<file path="src/rtl/cpu_pkg.sv">
// cpu_pkg: shared opcodes, ALU encodings, FSM states
// and the decode bundle for the accumulator CPU controller.
package cpu_pkg;

  localparam logic [3:0] OP_NOP = 4'h0;
  localparam logic [3:0] OP_LDA = 4'h1;
  localparam logic [3:0] OP_STA = 4'h2;
  localparam logic [3:0] OP_ADD = 4'h3;
  localparam logic [3:0] OP_SUB = 4'h4;
  localparam logic [3:0] OP_JMP = 4'h5;
  localparam logic [3:0] OP_JZ  = 4'h6;
  localparam logic [3:0] OP_HLT = 4'hF;

  typedef enum logic [1:0] {
    ALU_PASS = 2'b00,
    ALU_ADD  = 2'b01,
    ALU_SUB  = 2'b10
  } alu_op_e;

  typedef enum logic [2:0] {
    S_IDLE,
    S_FETCH_ADDR,
    S_FETCH_MEM,
    S_DECODE,
    S_EXEC_ADDR,
    S_EXEC_MEM,
    S_HALT
  } state_e;

  typedef struct packed {
    logic    mem;
    logic    store;
    logic    jmp;
    logic    jz;
    logic    halt;
    logic    ill;
    alu_op_e alu;
  } dec_t;

  function automatic logic is_mem_op(
    input logic [3:0] op
  );
    return op inside {OP_LDA, OP_STA, OP_ADD, OP_SUB};
  endfunction

endpackage

</file>
<file path="src/rtl/cpu_ctrl_if.sv">
// cpu_ctrl_if: memory request bus between the
// controller (master) and the memory (slave).
interface cpu_ctrl_if;

  logic mem_rd;
  logic mem_wr;
  logic mem_ready;

  modport master (
    output mem_rd,
    output mem_wr,
    input  mem_ready
  );

  modport slave (
    input  mem_rd,
    input  mem_wr,
    output mem_ready
  );

endinterface

</file>
<file path="src/rtl/cpu_decode.sv">
// cpu_decode: classifies IR[15:12] into memory,
// jump, halt and illegal instruction classes.
module cpu_decode
  import cpu_pkg::*;
(
  input  logic [3:0] opcode,
  output dec_t       dec
);

  always_comb begin
    dec = '0;
    unique case (1'b1)
      (opcode == OP_NOP): begin
        dec.mem = 1'b0;
      end
      is_mem_op(opcode): begin
        dec.mem   = 1'b1;
        dec.store = (opcode == OP_STA);
        if (opcode == OP_ADD) begin
          dec.alu = ALU_ADD;
        end else if (opcode == OP_SUB) begin
          dec.alu = ALU_SUB;
        end else begin
          dec.alu = ALU_PASS;
        end
      end
      (opcode == OP_JMP): dec.jmp  = 1'b1;
      (opcode == OP_JZ):  dec.jz   = 1'b1;
      (opcode == OP_HLT): dec.halt = 1'b1;
      default:            dec.ill  = 1'b1;
    endcase
  end

endmodule

</file>
<file path="src/rtl/cpu_ctrl.sv">
// cpu_ctrl: multi-cycle control FSM for a 16-bit
// accumulator CPU, with retired-fetch counter.
module cpu_ctrl
  import cpu_pkg::*;
(
  input  logic        clk,
  input  logic        rst,
  input  logic        start,
  input  logic [3:0]  opcode,
  input  logic        zero,
  cpu_ctrl_if.master  bus,
  output logic        mar_load,
  output logic        mar_sel,
  output logic        ir_load,
  output logic        pc_inc,
  output logic        pc_load,
  output logic        acc_load,
  output logic [1:0]  alu_op,
  output logic        halted,
  output logic        illegal,
  output logic [15:0] instr_count
);

  state_e      state_q;
  state_e      state_d;
  dec_t        dec;
  logic        ill_q;
  logic [15:0] cnt_q;
  logic        mem_rd;
  logic        mem_wr;

  cpu_decode u_dec (
    .opcode (opcode),
    .dec    (dec)
  );

  always_ff @(posedge clk) begin
    if (rst) begin
      state_q <= S_IDLE;
      ill_q   <= 1'b0;
      cnt_q   <= '0;
    end else begin
      state_q <= state_d;
      if (state_q == S_DECODE && dec.ill) begin
        ill_q <= 1'b1;
      end
      if (ir_load) begin
        cnt_q <= cnt_q + 16'd1;
      end
    end
  end

  always_comb begin
    state_d  = state_q;
    mar_load = 1'b0;
    mar_sel  = 1'b0;
    ir_load  = 1'b0;
    pc_inc   = 1'b0;
    pc_load  = 1'b0;
    acc_load = 1'b0;
    alu_op   = ALU_PASS;
    mem_rd   = 1'b0;
    mem_wr   = 1'b0;
    halted   = 1'b0;
    unique case (state_q)
      S_IDLE: begin
        if (start) begin
          state_d = S_FETCH_ADDR;
        end
      end
      S_FETCH_ADDR: begin
        mar_load = 1'b1;
        state_d  = S_FETCH_MEM;
      end
      S_FETCH_MEM: begin
        mem_rd = 1'b1;
        if (bus.mem_ready) begin
          ir_load = 1'b1;
          pc_inc  = 1'b1;
          state_d = S_DECODE;
        end
      end
      S_DECODE: begin
        unique case (1'b1)
          (dec.halt | dec.ill): state_d = S_HALT;
          dec.mem:              state_d = S_EXEC_ADDR;
          default: begin
            pc_load = dec.jmp | (dec.jz & zero);
            state_d = S_FETCH_ADDR;
          end
        endcase
      end
      S_EXEC_ADDR: begin
        mar_load = 1'b1;
        mar_sel  = 1'b1;
        state_d  = S_EXEC_MEM;
      end
      S_EXEC_MEM: begin
        // stores write, every other mem-type op reads
        mem_wr = dec.store;
        mem_rd = ~dec.store;
        if (bus.mem_ready) begin
          acc_load = ~dec.store;
          alu_op   = dec.store ? ALU_PASS : dec.alu;
          state_d  = S_FETCH_ADDR;
        end
      end
      S_HALT: begin
        halted = 1'b1;
      end
      default: begin
        state_d = S_IDLE;
      end
    endcase
  end

  assign bus.mem_rd  = mem_rd;
  assign bus.mem_wr  = mem_wr;
  assign illegal     = ill_q;
  assign instr_count = cnt_q;

endmodule
</file>
<file path="src/flat_wrapper.sv">
// flat-port wrapper written by rule: the top's interface ports become plain ports
module cpu_ctrl_flat import cpu_pkg::*;
  (clk, rst, start, opcode, zero, mar_load, mar_sel, ir_load, pc_inc, pc_load, acc_load, alu_op, halted, illegal, instr_count, bus_mem_rd, bus_mem_wr, bus_mem_ready);
  cpu_ctrl_if bus_i ();
  input  logic clk;
  input  logic rst;
  input  logic start;
  input  logic [3:0] opcode;
  input  logic zero;
  output logic mar_load;
  output logic mar_sel;
  output logic ir_load;
  output logic pc_inc;
  output logic pc_load;
  output logic acc_load;
  output logic [1:0] alu_op;
  output logic halted;
  output logic illegal;
  output logic [15:0] instr_count;
  output wire logic [$bits(bus_i.mem_rd)-1:0] bus_mem_rd;
  output wire logic [$bits(bus_i.mem_wr)-1:0] bus_mem_wr;
  input wire logic [$bits(bus_i.mem_ready)-1:0] bus_mem_ready;
  assign bus_mem_rd = bus_i.mem_rd;
  assign bus_mem_wr = bus_i.mem_wr;
  assign bus_i.mem_ready = bus_mem_ready;
  cpu_ctrl u_core (.clk(clk), .rst(rst), .start(start), .opcode(opcode), .zero(zero), .bus(bus_i), .mar_load(mar_load), .mar_sel(mar_sel), .ir_load(ir_load), .pc_inc(pc_inc), .pc_load(pc_load), .acc_load(acc_load), .alu_op(alu_op), .halted(halted), .illegal(illegal), .instr_count(instr_count));
endmodule
</file>
<file path="config.mk">
export PLATFORM = sky130hd
export DESIGN_NAME = cpu_ctrl_flat
export DESIGN_NICKNAME = d
export VERILOG_FILES = /design/src/rtl/cpu_pkg.sv /design/src/rtl/cpu_ctrl_if.sv /design/src/rtl/cpu_decode.sv /design/src/rtl/cpu_ctrl.sv /design/src/flat_wrapper.sv
export SDC_FILE = /design/constraint.sdc
export NUM_CORES = 1
export LEC_CHECK = 0
export ABC_CLOCK_PERIOD_IN_PS = 4300
export BUFFER_PORTS_ARGS = -buffer_cell sky130_fd_sc_hd__buf_2
export CAP_MARGIN = 20
export CORE_MARGIN = 2
export CORE_UTILIZATION = 53
export DETAILED_ROUTE_END_ITERATION = 10
export GPL_TIMING_DRIVEN = 0
export PLACE_DENSITY = 0.9
export SLEW_MARGIN = 25
export SYNTH_ARGS = -nofsm -noshare
export SYNTH_HDL_FRONTEND = slang
export SYNTH_SLANG_ARGS = --single-unit
</file>
<file path="constraint.sdc">
create_clock -name clk -period 4.3 [get_ports clk]
set_clock_uncertainty 0.15 [all_clocks]
set_input_delay 0.86 -clock clk [delete_from_list [all_inputs] [get_ports clk]]
set_output_delay 0.86 -clock clk [all_outputs]
set_load 0.01 [all_outputs]
</file>
==> results.tsv <==
stage	metric	value	unit
floorplanning	die_x	50.5	um
sta	worst_pin_slew	484	ps
sta	slew_violations	0	
grt	overflow	0	
logic_synthesis	yosysWarnings	0	
clock_network	cts.sinks	20	
logic_synthesis	yosysUniqueCellTypes	38	
clock_network	cts_made_buffers	3	
logic_synthesis	ys_ff_latch	20	
worst_setup_path	cp-start-kind	primary input	
logic_synthesis	synthArstFlopShare	0	%
floorplanning	start_util	57.3	%
logic_synthesis	ys_seq_area_share	34.9	%
logic_synthesis	netlist_instances	141	
power	power_density	292	nW/um^2
floorplanning	core_area	2000	sq um
logic_synthesis	synth-edff-count	0	
grt	grt.total_usage	22.3	%
power	vdd_drop_max	0.000237	V
floorplanning	io_pins	37	
floorplanning	die_h	50.5	um
route	wl_per_cell	12.3	um
place	gp_congestion	0.861	
worst_setup_path	critPathCaptureType	output pin	
logic_synthesis	yosysTopAreaCell	dfxtp_1	
power	p_leak	0.588	nW
grt	first_global_vias	1087	
grt	gr-max-usage-layer	met2	
final_layout	num-nets-final	191	
final_layout	area_growth	22.8	%
route	ant_nets	0	
clock_network	insertion_delay	310	ps
status	run_status	completed	
grt	gr-usage-met3	4.17	%
worst_setup_path	critPathKind	in2out	
place	place_inst	203	
grt	antenna_found_initial	0	
clock_network	hold_buffers	0	
clock_network	post_cts_buffers	0	
route	drt-initial-drc-count	10	
run	maxCapViolCount	0	
grt	grt_max_degree	13	
route	route.detailed.drc	0	
worst_setup_path	reg2reg_depth	4	
clock_network	clkTransAtPathRegs	100	ps
route	drt-total-wl	2.56	mm
worst_setup_path	crit_required	3290	ps
sta	period_needed	2970	ps
clock_network	cts_root_buffer	clkbuf_4	
sta	max_slew_margin	67.3	%
clock_network	h-tree-depth	1	
route	avgViaCountPerCell	5.37	
final_layout	num_antenna_cells	0	
logic_synthesis	synth_ff_type	dfxtp_1	
logic_synthesis	yosys.area.top_type_share	34.9	%
logic_synthesis	synth_area	1150	sq um
min_path	hold_path_depth	2	
sta	holdWs	359	ps
min_path	hold_path_class	reg2reg	
clock_network	cts_tree	yes	
sta	fmax	0.337	GHz
route	via_count	1111	
sta	totalNegativeSetupSlack	0	ps
grt	grt_util_met1	26.4	%
floorplanning	die_area	2550	sq um
worst_setup_path	crit_arrival	1960	ps
sta	hold_violations	0	
route	first_pass_iters	4	
floorplanning	rows	16	
logic_synthesis	yosys-top-cells-area	dfxtp_1, xnor2_1, nor2_1	
sta	rsz0062_at_grt	no	
grt	grt_use_met2	39.3	%
worst_setup_path	cp_max_fo	8	
logic_synthesis	synth.avg_cell_area	8.14	sq um
power	total_power	0.411	mW
final_layout	fin_cells	207	
clock_network	clockBufferDepth	2	
grt	grt_pass1_wl	4.44	mm
sta	period_share	69.1	%
logic_synthesis	netlist_top_cells_count	dfxtp_1, nor2_1, nand2_1	
place	port_buffers	35	
sta	setup_violations	0	
logic_synthesis	synth_nets	151	
place	dp_hpwl	1.93	mm
final_layout	drive_gt1_share	29.4	%
clock_network	cts.repair.resized	0	
[area by class of cell]
cell class,count,area [sq um]
multi-input combinational,105,656
buffer,8,56.3
tap,27,33.8
sequential,20,400
clock buffer,3,22.5
clock inverter,1,30.0
inverter,8,35.0
timing repair buffer,35,175
fill,170,593
[where the power goes]
group / switching (mW) / internal (mW) / total [mW]
registers: 0.00390 / 0.190 / 0.194
clock network: 0.0584 / 0.0943 / 0.153
logic: 0.0374 / 0.0273 / 0.0647
total: 0.0997 / 0.311 / 0.411
[cell families (layout without fill, tap and decap cells)]
kind of cell / after synthesis / in the layout / synth area share (%)
and+or+nand+nor: 70 / 70 / 34.1
DFF: 20 / 20 / 34.9
AOI/OAI and AO/OA: 18 / 18 / 9.27
adders and majority gates: 1 / 1 / 1.09
xor gates and xnor gates: 14 / 14 / 10.7
muxes: 2 / 2 / 1.96
buffers and inverters: 16 / 55 / 7.96
[layout by cell type (no fill, tap or decap), drive strengths merged, types with 2 or more instances in the layout]
cell    netlist  final
nand3         6      6
or4           2      2
inv           7      7
nor4          6      6
dfxtp        20     20
nor3          6      6
nor2         20     20
buf           4     39
nand4         4      4
o21ai         4      4
a21oi         8      8
nor2b         3      3
mux2          2      2
clkbuf        4      7
nand2        15     15
xnor2        10     10
or3           2      2
xor2          4      4
[state kept, by name, summed over array words and instances (netlist names)]
signal              cells
u_core.instr_count     16
u_core.state_q          3
u_core.illegal          1
[metal layers]
metal  share of wire (%)  vias to the layer above
met1                  44                      514
met3                 4.2                        5
met2                  50                       31
met4                 1.2                        0
met5                   0                        -
li1                    -                      561
[critical path, stage by stage]
cell,delay (ps)
clkbuf_1,240
nor4b_1,460
nor3b_1,240
buf_2,160
[per-stage QoR]
| step | utilization, % | instance area (sq um) | setup WS (ps) |
|---|---|---|---|
| after CTS | 70.4 | 1410 | 1340 |
| final | 70.4 | 1410 | 1330 |
| after global routing | 70.4 | 1410 | 1160 |
| after detailed placement | 67.8 | 1360 | 1360 |
| after floorplan | - | 1150 | 1490 |
| after global placement | 67.8 | 1360 | 1400 |
[worst paths after layout]
kind                                            start                     end  slack (ps)
worst max register to register  u_core.instr_count[7]  u_core.instr_count[15]        2280
worst min register to register         u_core.illegal          u_core.illegal         360
worst max-delay path                        opcode[1]              bus_mem_wr        1330
worst min-delay path                   u_core.illegal          u_core.illegal         360
Note: power is estimated with default switching activity, not from simulation.
